[src/rtl/fp_mul.sv]
// Three-stage binary32 multiplier with a global-enable valid/ready pipe.
// Denormals flush to zero; the product is truncated (round toward zero).
module fp_mul (
  input  logic        clock,
  input  logic        reset_n,
  input  logic        in_valid,
  output logic        in_ready,
  input  logic [31:0] A_FP,
  input  logic [31:0] B_FP,
  output logic        out_valid,
  input  logic        out_ready,
  output logic [31:0] P_FP
);

  typedef struct packed {
    logic              sign;
    logic              nan;
    logic              inf;
    logic              zero;
    logic signed [9:0] e;
  } cls_t;

  logic        advance;
  logic        s1_v;
  logic        s2_v;
  cls_t        s1_c;
  cls_t        s2_c;
  logic [23:0] s1_ma;
  logic [23:0] s1_mb;
  logic [47:0] s2_p;

  logic [7:0]  ea;
  logic [7:0]  eb;
  logic [22:0] ma;
  logic [22:0] mb;
  logic        a_zero;
  logic        b_zero;
  logic        a_inf;
  logic        b_inf;
  logic        a_nan;
  logic        b_nan;
  cls_t        c_in;

  logic signed [9:0] e_n;
  logic [22:0]       m_n;
  logic [31:0]       pk;

  assign advance  = ~out_valid | out_ready;
  assign in_ready = advance;

  assign ea = A_FP[30:23];
  assign eb = B_FP[30:23];
  assign ma = A_FP[22:0];
  assign mb = B_FP[22:0];

  assign a_zero = (ea == 8'h00);
  assign b_zero = (eb == 8'h00);
  assign a_inf  = (ea == 8'hFF) && (ma == 23'h0);
  assign b_inf  = (eb == 8'hFF) && (mb == 23'h0);
  assign a_nan  = (ea == 8'hFF) && (ma != 23'h0);
  assign b_nan  = (eb == 8'hFF) && (mb != 23'h0);

  always_comb begin
    c_in      = '0;
    c_in.sign = A_FP[31] ^ B_FP[31];
    c_in.nan  = a_nan | b_nan
              | (a_inf & b_zero)
              | (a_zero & b_inf);
    c_in.inf  = a_inf | b_inf;
    c_in.zero = a_zero | b_zero;
    c_in.e    = $signed({2'b00, ea})
              + $signed({2'b00, eb})
              - 10'sd127;
  end

  // Data path carries no reset; only valid bits and P_FP do.
  always_ff @(posedge clock) begin
    if (advance) begin
      s1_c  <= c_in;
      s1_ma <= {1'b1, ma};
      s1_mb <= {1'b1, mb};
      s2_c  <= s1_c;
      s2_p  <= s1_ma * s1_mb;
    end
  end

  always_comb begin
    if (s2_p[47]) begin
      m_n = s2_p[46:24];
      e_n = s2_c.e + 10'sd1;
    end else begin
      m_n = s2_p[45:23];
      e_n = s2_c.e;
    end
  end

  always_comb begin
    if (s2_c.nan)
      pk = 32'h7FC0_0000;
    else if (s2_c.inf)
      pk = {s2_c.sign, 8'hFF, 23'h0};
    else if (s2_c.zero)
      pk = {s2_c.sign, 31'h0};
    else if (e_n >= 10'sd255)
      pk = {s2_c.sign, 8'hFF, 23'h0};
    else if (e_n <= 10'sd0)
      pk = {s2_c.sign, 31'h0};
    else
      pk = {s2_c.sign, e_n[7:0], m_n};
  end

  always_ff @(posedge clock or negedge reset_n) begin
    if (!reset_n) begin
      s1_v      <= 1'b0;
      s2_v      <= 1'b0;
      out_valid <= 1'b0;
      P_FP      <= 32'h0;
    end else if (advance) begin
      s1_v      <= in_valid;
      s2_v      <= s1_v;
      out_valid <= s2_v;
      if (s2_v)
        P_FP <= pk;
    end
  end

endmodule
[config.mk]
export PLATFORM = sky130hd
export DESIGN_NAME = fp_mul
export DESIGN_NICKNAME = d
export VERILOG_FILES = /design/src/rtl/fp_mul.sv
export SDC_FILE = /design/constraint.sdc
export NUM_CORES = 2
export LEC_CHECK = 0
export BUFFER_PORTS_ARGS = -buffer_cell sky130_fd_sc_hd__buf_2
export CORE_UTILIZATION = 35
export CTS_BUF_LIST = sky130_fd_sc_hd__clkbuf_16
export CTS_CLUSTER_DIAMETER = 30
export CTS_CLUSTER_SIZE = 28
export DETAILED_ROUTE_END_ITERATION = 6
export PLACE_DENSITY = 0.54
export SYNTH_ARGS = -nofsm -noshare
export SYNTH_HDL_FRONTEND = slang
export SYNTH_SLANG_ARGS = --single-unit
[constraint.sdc]
create_clock -name clock -period 9.4 [get_ports clock]
set_clock_uncertainty 0.1 [all_clocks]
set_input_delay 1.41 -clock clock [delete_from_list [all_inputs] [get_ports clock]]
set_output_delay 1.41 -clock clock [all_outputs]
set_load 0.05 [all_outputs]
# --- Word-level counts from Yosys, hierarchy flattened ---
# Cells that the tools add are included.
classes:
  muxes: 7
  multipliers: 1
  addsub: 3
  magnitude_cmp: 2
  eq_ne: 2
  reduce_logical: 11
  n_bitwise: 10
op_table:
  columns: ["cell", "n"]
  rows:
  - ["$mux W31", 4]
  - ["$mul A24 B24 Y48", 1]
  - ["$logic_not A23 Y1", 2]
  - ["$reduce_bool A23 Y1", 2]
  - ["$mux W32", 1]
  - ["$mux W23", 1]
  - ["$eq A8 B8 Y1 const B", 2]
  - ["$logic_not A8 Y1", 2]
  - ["$add A10 B2 Y10 const B", 1]
  - ["$ge A10 B9 Y1 const B", 1]
  - ["$le A10 B1 Y1 const B", 1]
  - ["$mux W10", 1]
  - ["$sub A9 B7 Y10 const B", 1]
  - ["$add A8 B8 Y9", 1]
  - ["$or A1 B1 Y1", 6]
  - ["$logic_and A1 B1 Y1", 4]
  - ["$and A1 B1 Y1", 2]
  - ["$reduce_and A2 Y1", 1]
  - ["$not A1 Y1", 1]
  - ["$xor A1 B1 Y1", 1]
totals:
  inputBits: 68
  register_bits: 157
  output_inout_bits: 34

# --- Longest topological paths before layout ---
depth:
  ltp_word: 8
  depth_mapped: 26
  depth_no_buf: 24

# --- Worst setup path before layout ---
# No wires, ideal clock.
synth_timing:
  path_type: "input port to flip-flop"
  startpoint: "in out_ready"
  endpoint: "reg P_FP[3]"
  t_required_ps: 9217
  slack_ps: 2574
  t_arrival_ps: 6643
  setup_ps: 83
  path_stages: 8
  cell_sequence: "nand2b_1 -> clkbuf_1 -> nand2_1 -> or3_1 -> a211oi_1 -> nand2_1 -> buf_2 -> o21ai_0"
synth_between:
  elab_chain_cells: 2
synth_lines:
  columns: ["element", "line_no", "rtl"]
  rows:
  - ["start: declaration", "11", "input logic out_ready,"]
  - ["$or A1 B1 Y1", "48", "assign advance = ~out_valid | out_ready;"]
  - ["named net in_ready", "7", "output logic in_ready,"]
  - ["$reduce_and A2 Y1 (no line)", null, null]
  - ["end signal: assignment", "123", "P_FP <= pk;"]
  - ["end: declaration", "12", "output logic [31:0] P_FP"]
# The timed path passes the listed nets, and every way through them passes these cells.
# A chain may end at the register's enable or synchronous reset.

# --- Worst setup path in the final report ---
layout_timing:
  startpoint: "reg s1_mb[9]"
  endpoint: "reg s2_p[47], data pin"
layout_between:
  elab_chain_cells: 1
layout_lines:
  columns: ["element", "line_no", "rtl"]
  rows:
  - ["start: declaration", "29", "logic [23:0] s1_mb;"]
  - ["start signal: assignment", "81", "s1_mb <= {1'b1, mb};"]
  - ["$mul A24 B24 Y48", "83", "s2_p <= s1_ma * s1_mb;"]
  - ["end signal: assignment", "83", null]
  - ["end: declaration", "30", "logic [47:0] s2_p;"]
# Every way passes these cells.

==> metrics.txt <==
number of max-cap violations 0; YS warnings 0; Final Cell Area 25,970 sq um; die area 69,440 sq um; fill count 6,743; Min-Delay Path Class register to register; core area 67,400 sq um; TritonRoute pass-1 iters 5; max incr delay on CP 1150 ps; CP dominant cell by count fa_1; final estimated routing congestion in global placement 0.9130; area growth from synthesis to layout 8.515%; CTS Buf Count 17; FF-to-FF Start s1_mb[9]; Nets 3,244; CTS clk-pin slew, worst paths 70 ps; Clock Sinks 134; largest net degree at the start of global routing 61; clk_lat worst skew 470 ps; CP Capture Type register; Avg WL per Cell 20.11 um; unrepaired setup endpoints after global routing false; outcome completed; hold path start s1_c[13]; hpwl dp 54,360 um; CP bufs+invs 5; Die Span Y 263.5 um; Vias/cell 5.041; Final Hold Vio Count 0; Synth Cell Area 23,940 sq um; Routed Wire Length 68,300 um; fmax 0.1277 GHz; Hold Buf Count CTS 0; Seq/Total Area, Yosys 0.1608; CTS resizes 0; # port buffers 101; headroom to the max-slew limit 0.1977; GRT Util Overall 0.2049; TritonCTS clock tree built; worst path cell trace nand2_1 -> fa_1 -> fa_1 -> inv_1 -> fa_1 -> inv_1 -> fa_1 -> inv_1 -> fa_1 -> fa_1 -> inv_1 -> fa_1 -> inv_1 -> ha_1 -> a21o_1 -> a21o_1 -> a21oi_1 -> nand4_1 -> a221oi_2 -> o21ai_1 -> a41o_1 -> xnor2_1; Cells after Synth 2,463; Mapped Avg Cell Area 9.719 sq um; first-pass GRT wire length 107,700 um; multi-input combinational cell area 17,540 sq um; top cell family by delay on the critical path adder cells; vias in the first global route 18.57k; final setup violation count 0; Seq cells post-synth 134; Register Area 3849 sq um; Slew Limit Fails 0; CP max FO 24; CP Class register to register; Worst path depth 22; gr ovfl total 0; share of synthesized registers carrying an async set or reset 0.2612; Critical-path top delay cell edfxtp_1; DRC Markers 0; Fin Setup TNS 0 ps; num rows 95; CP Launch Type register; Synth Net Count 3,198; initial antenna violation count 2; Initial Util 0.3552; Netlist cell types 76; Hold Crit Depth 0; Die Wd 263.5 um; DR vias 17.12k; layout cells sized above 1 0.07970; Max clock buf depth 2; time the worst path needs with I/O delays and setup 7831 ps; arrival time at the worst endpoint 7940 ps; H-tree Lvls 4; dpl cell area 25,400 sq um; Post-synth EDFFs 99; post-CTS setup buffers 0; top_reg_cell synth edfxtp_1; 1st-iter DRT viols 1,225; antenna-violating nets left 0; CP Data Required Time 9510 ps; period utilization 0.8331; Ports 102; Root Driver clkbuf_16; Setup crit start s1_mb[9]; Worst Tran Pin Value 1203 ps; worst reg-to-reg path cell count 22
[registers in the layout, summed over array words and instances (netlist names)]
signal / cells
s1_v: 1
s1_c: 14
s1_mb: 23
out_valid: 1
s2_v: 1
s2_c: 14
s1_ma: 23
P_FP: 32
s2_p: 25
[worst register-to-register path, delay by kind of cell, from the launching register on]
family	cells	cell delay (ps)
fa+ha+maj	8	3880
flops	1	1150
xor+xnor	1	110
simple gates	2	390
compound gates	6	1690
buf+inv	5	270
[cell usage in the layout, fill, tap and decap left out, types with 5 or more instances in the layout]
master | synthesis | layout
xnor2_1 | 33 | 33
buf_4 | 2 | 39
fa_1 | 482 | 482
a21oi_1 | 51 | 51
and2_1 | 250 | 250
ha_1 | 185 | 185
edfxtp_1 | 99 | 99
dfrtp_1 | 35 | 35
mux2i_1 | 23 | 23
nor3_1 | 15 | 15
inv_8 | 0 | 6
a211oi_1 | 5 | 5
clkbuf_16 | 0 | 18
o21ai_0 | 33 | 33
inv_1 | 563 | 563
nor2_1 | 49 | 49
o21a_1 | 5 | 5
xor2_1 | 11 | 11
nand2_1 | 324 | 324
buf_2 | 4 | 101
a21o_1 | 30 | 30
o221a_2 | 5 | 5
nand4_1 | 27 | 27
o21bai_1 | 12 | 12
nand3_1 | 6 | 6
o21ai_1 | 12 | 12
a31oi_1 | 8 | 8
nor4_1 | 14 | 12
and3_1 | 8 | 8
[through the flow]
stage          hold slack (ps)  setup slack [ps]  utilization  cells
2_1_floorplan            300.3              2574            -   2463
3_3_place_gp             303.9              1743       0.3768   3363
3_5_place_dp             306.6              1652       0.3768   3363
4_1_cts                  321.2              1627       0.3854   3395
5_1_grt                  322.6              1238       0.3854   3396
6_report                 319.4              1569       0.3854   3396
[final timing paths]
path / end / slack [ps]
setup / recovery: s2_p[47] / 1570
hold / removal: s2_c[13] / 320
setup reg to reg: s2_p[47] / 1570
hold reg to reg: s2_c[13] / 320
max in group asynchronous: s2_v / 7720
min in group asynchronous: P_FP[16] / 930
[synth_stat cells (3+ instances only)]
| cell | n | area (sq um) |
|---|---|---|
| a211oi_1 | 5 | 37.54 |
| a21o_1 | 30 | 225.2 |
| a21oi_1 | 51 | 255.2 |
| a22o_1 | 3 | 26.28 |
| a31oi_1 | 8 | 50.05 |
| and2_1 | 250 | 1564 |
| and3_1 | 8 | 50.05 |
| buf_1 | 3 | 11.26 |
| buf_2 | 4 | 20.02 |
| clkbuf_1 | 102 | 382.9 |
| dfrtp_1 | 35 | 875.8 |
| edfxtp_1 | 99 | 2973 |
| fa_1 | 482 | 9649 |
| ha_1 | 185 | 2315 |
| inv_1 | 563 | 2113 |
| mux2i_1 | 23 | 230.2 |
| nand2_1 | 324 | 1216 |
| nand2b_1 | 5 | 31.28 |
| nand3_1 | 6 | 30.03 |
| nand4_1 | 27 | 168.9 |
| nor2_1 | 49 | 183.9 |
| nor3_1 | 15 | 75.07 |
| nor4_1 | 14 | 87.58 |
| o21a_1 | 5 | 37.54 |
| o21ai_0 | 33 | 165.2 |
| o21ai_1 | 12 | 60.06 |
| o21bai_1 | 12 | 90.09 |
| o221a_2 | 5 | 56.30 |
| or3_1 | 3 | 18.77 |
| or4_1 | 4 | 30.03 |
| xnor2_1 | 33 | 289.0 |
| xor2_1 | 11 | 96.34 |
[area by class of cell]
cell class / instances / area share
inverters: 564 / 0.08150
clock buffers: 18 / 0.01734
diodes: 1 / 0.00009634
clock inverters: 14 / 0.004865
flip-flops and latches: 134 / 0.1482
repair buffers: 140 / 0.03073
multi-input cells: 1652 / 0.6752
well taps: 873 / 0.04205
[metal layers]
| layer | track usage | share of wire |
|---|---|---|
| met5 | 0 | 0 |
| met4 | 0.06765 | 0.031 |
| met3 | 0.03554 | 0.054 |
| met2 | 0.3420 | 0.49 |
| met1 | 0.2685 | 0.43 |
[cell families after synthesis]
kind of cell / synth area share
fa+ha+maj: 0.4998
mux: 0.01056
compound gates: 0.05687
simple gates: 0.1486
flops: 0.1608
xor+xnor: 0.01610
buf+inv: 0.1073
Power is left out: the tool's default activity adds up to more than one toggle a clock period on the data nets, which glitch-free logic cannot reach.
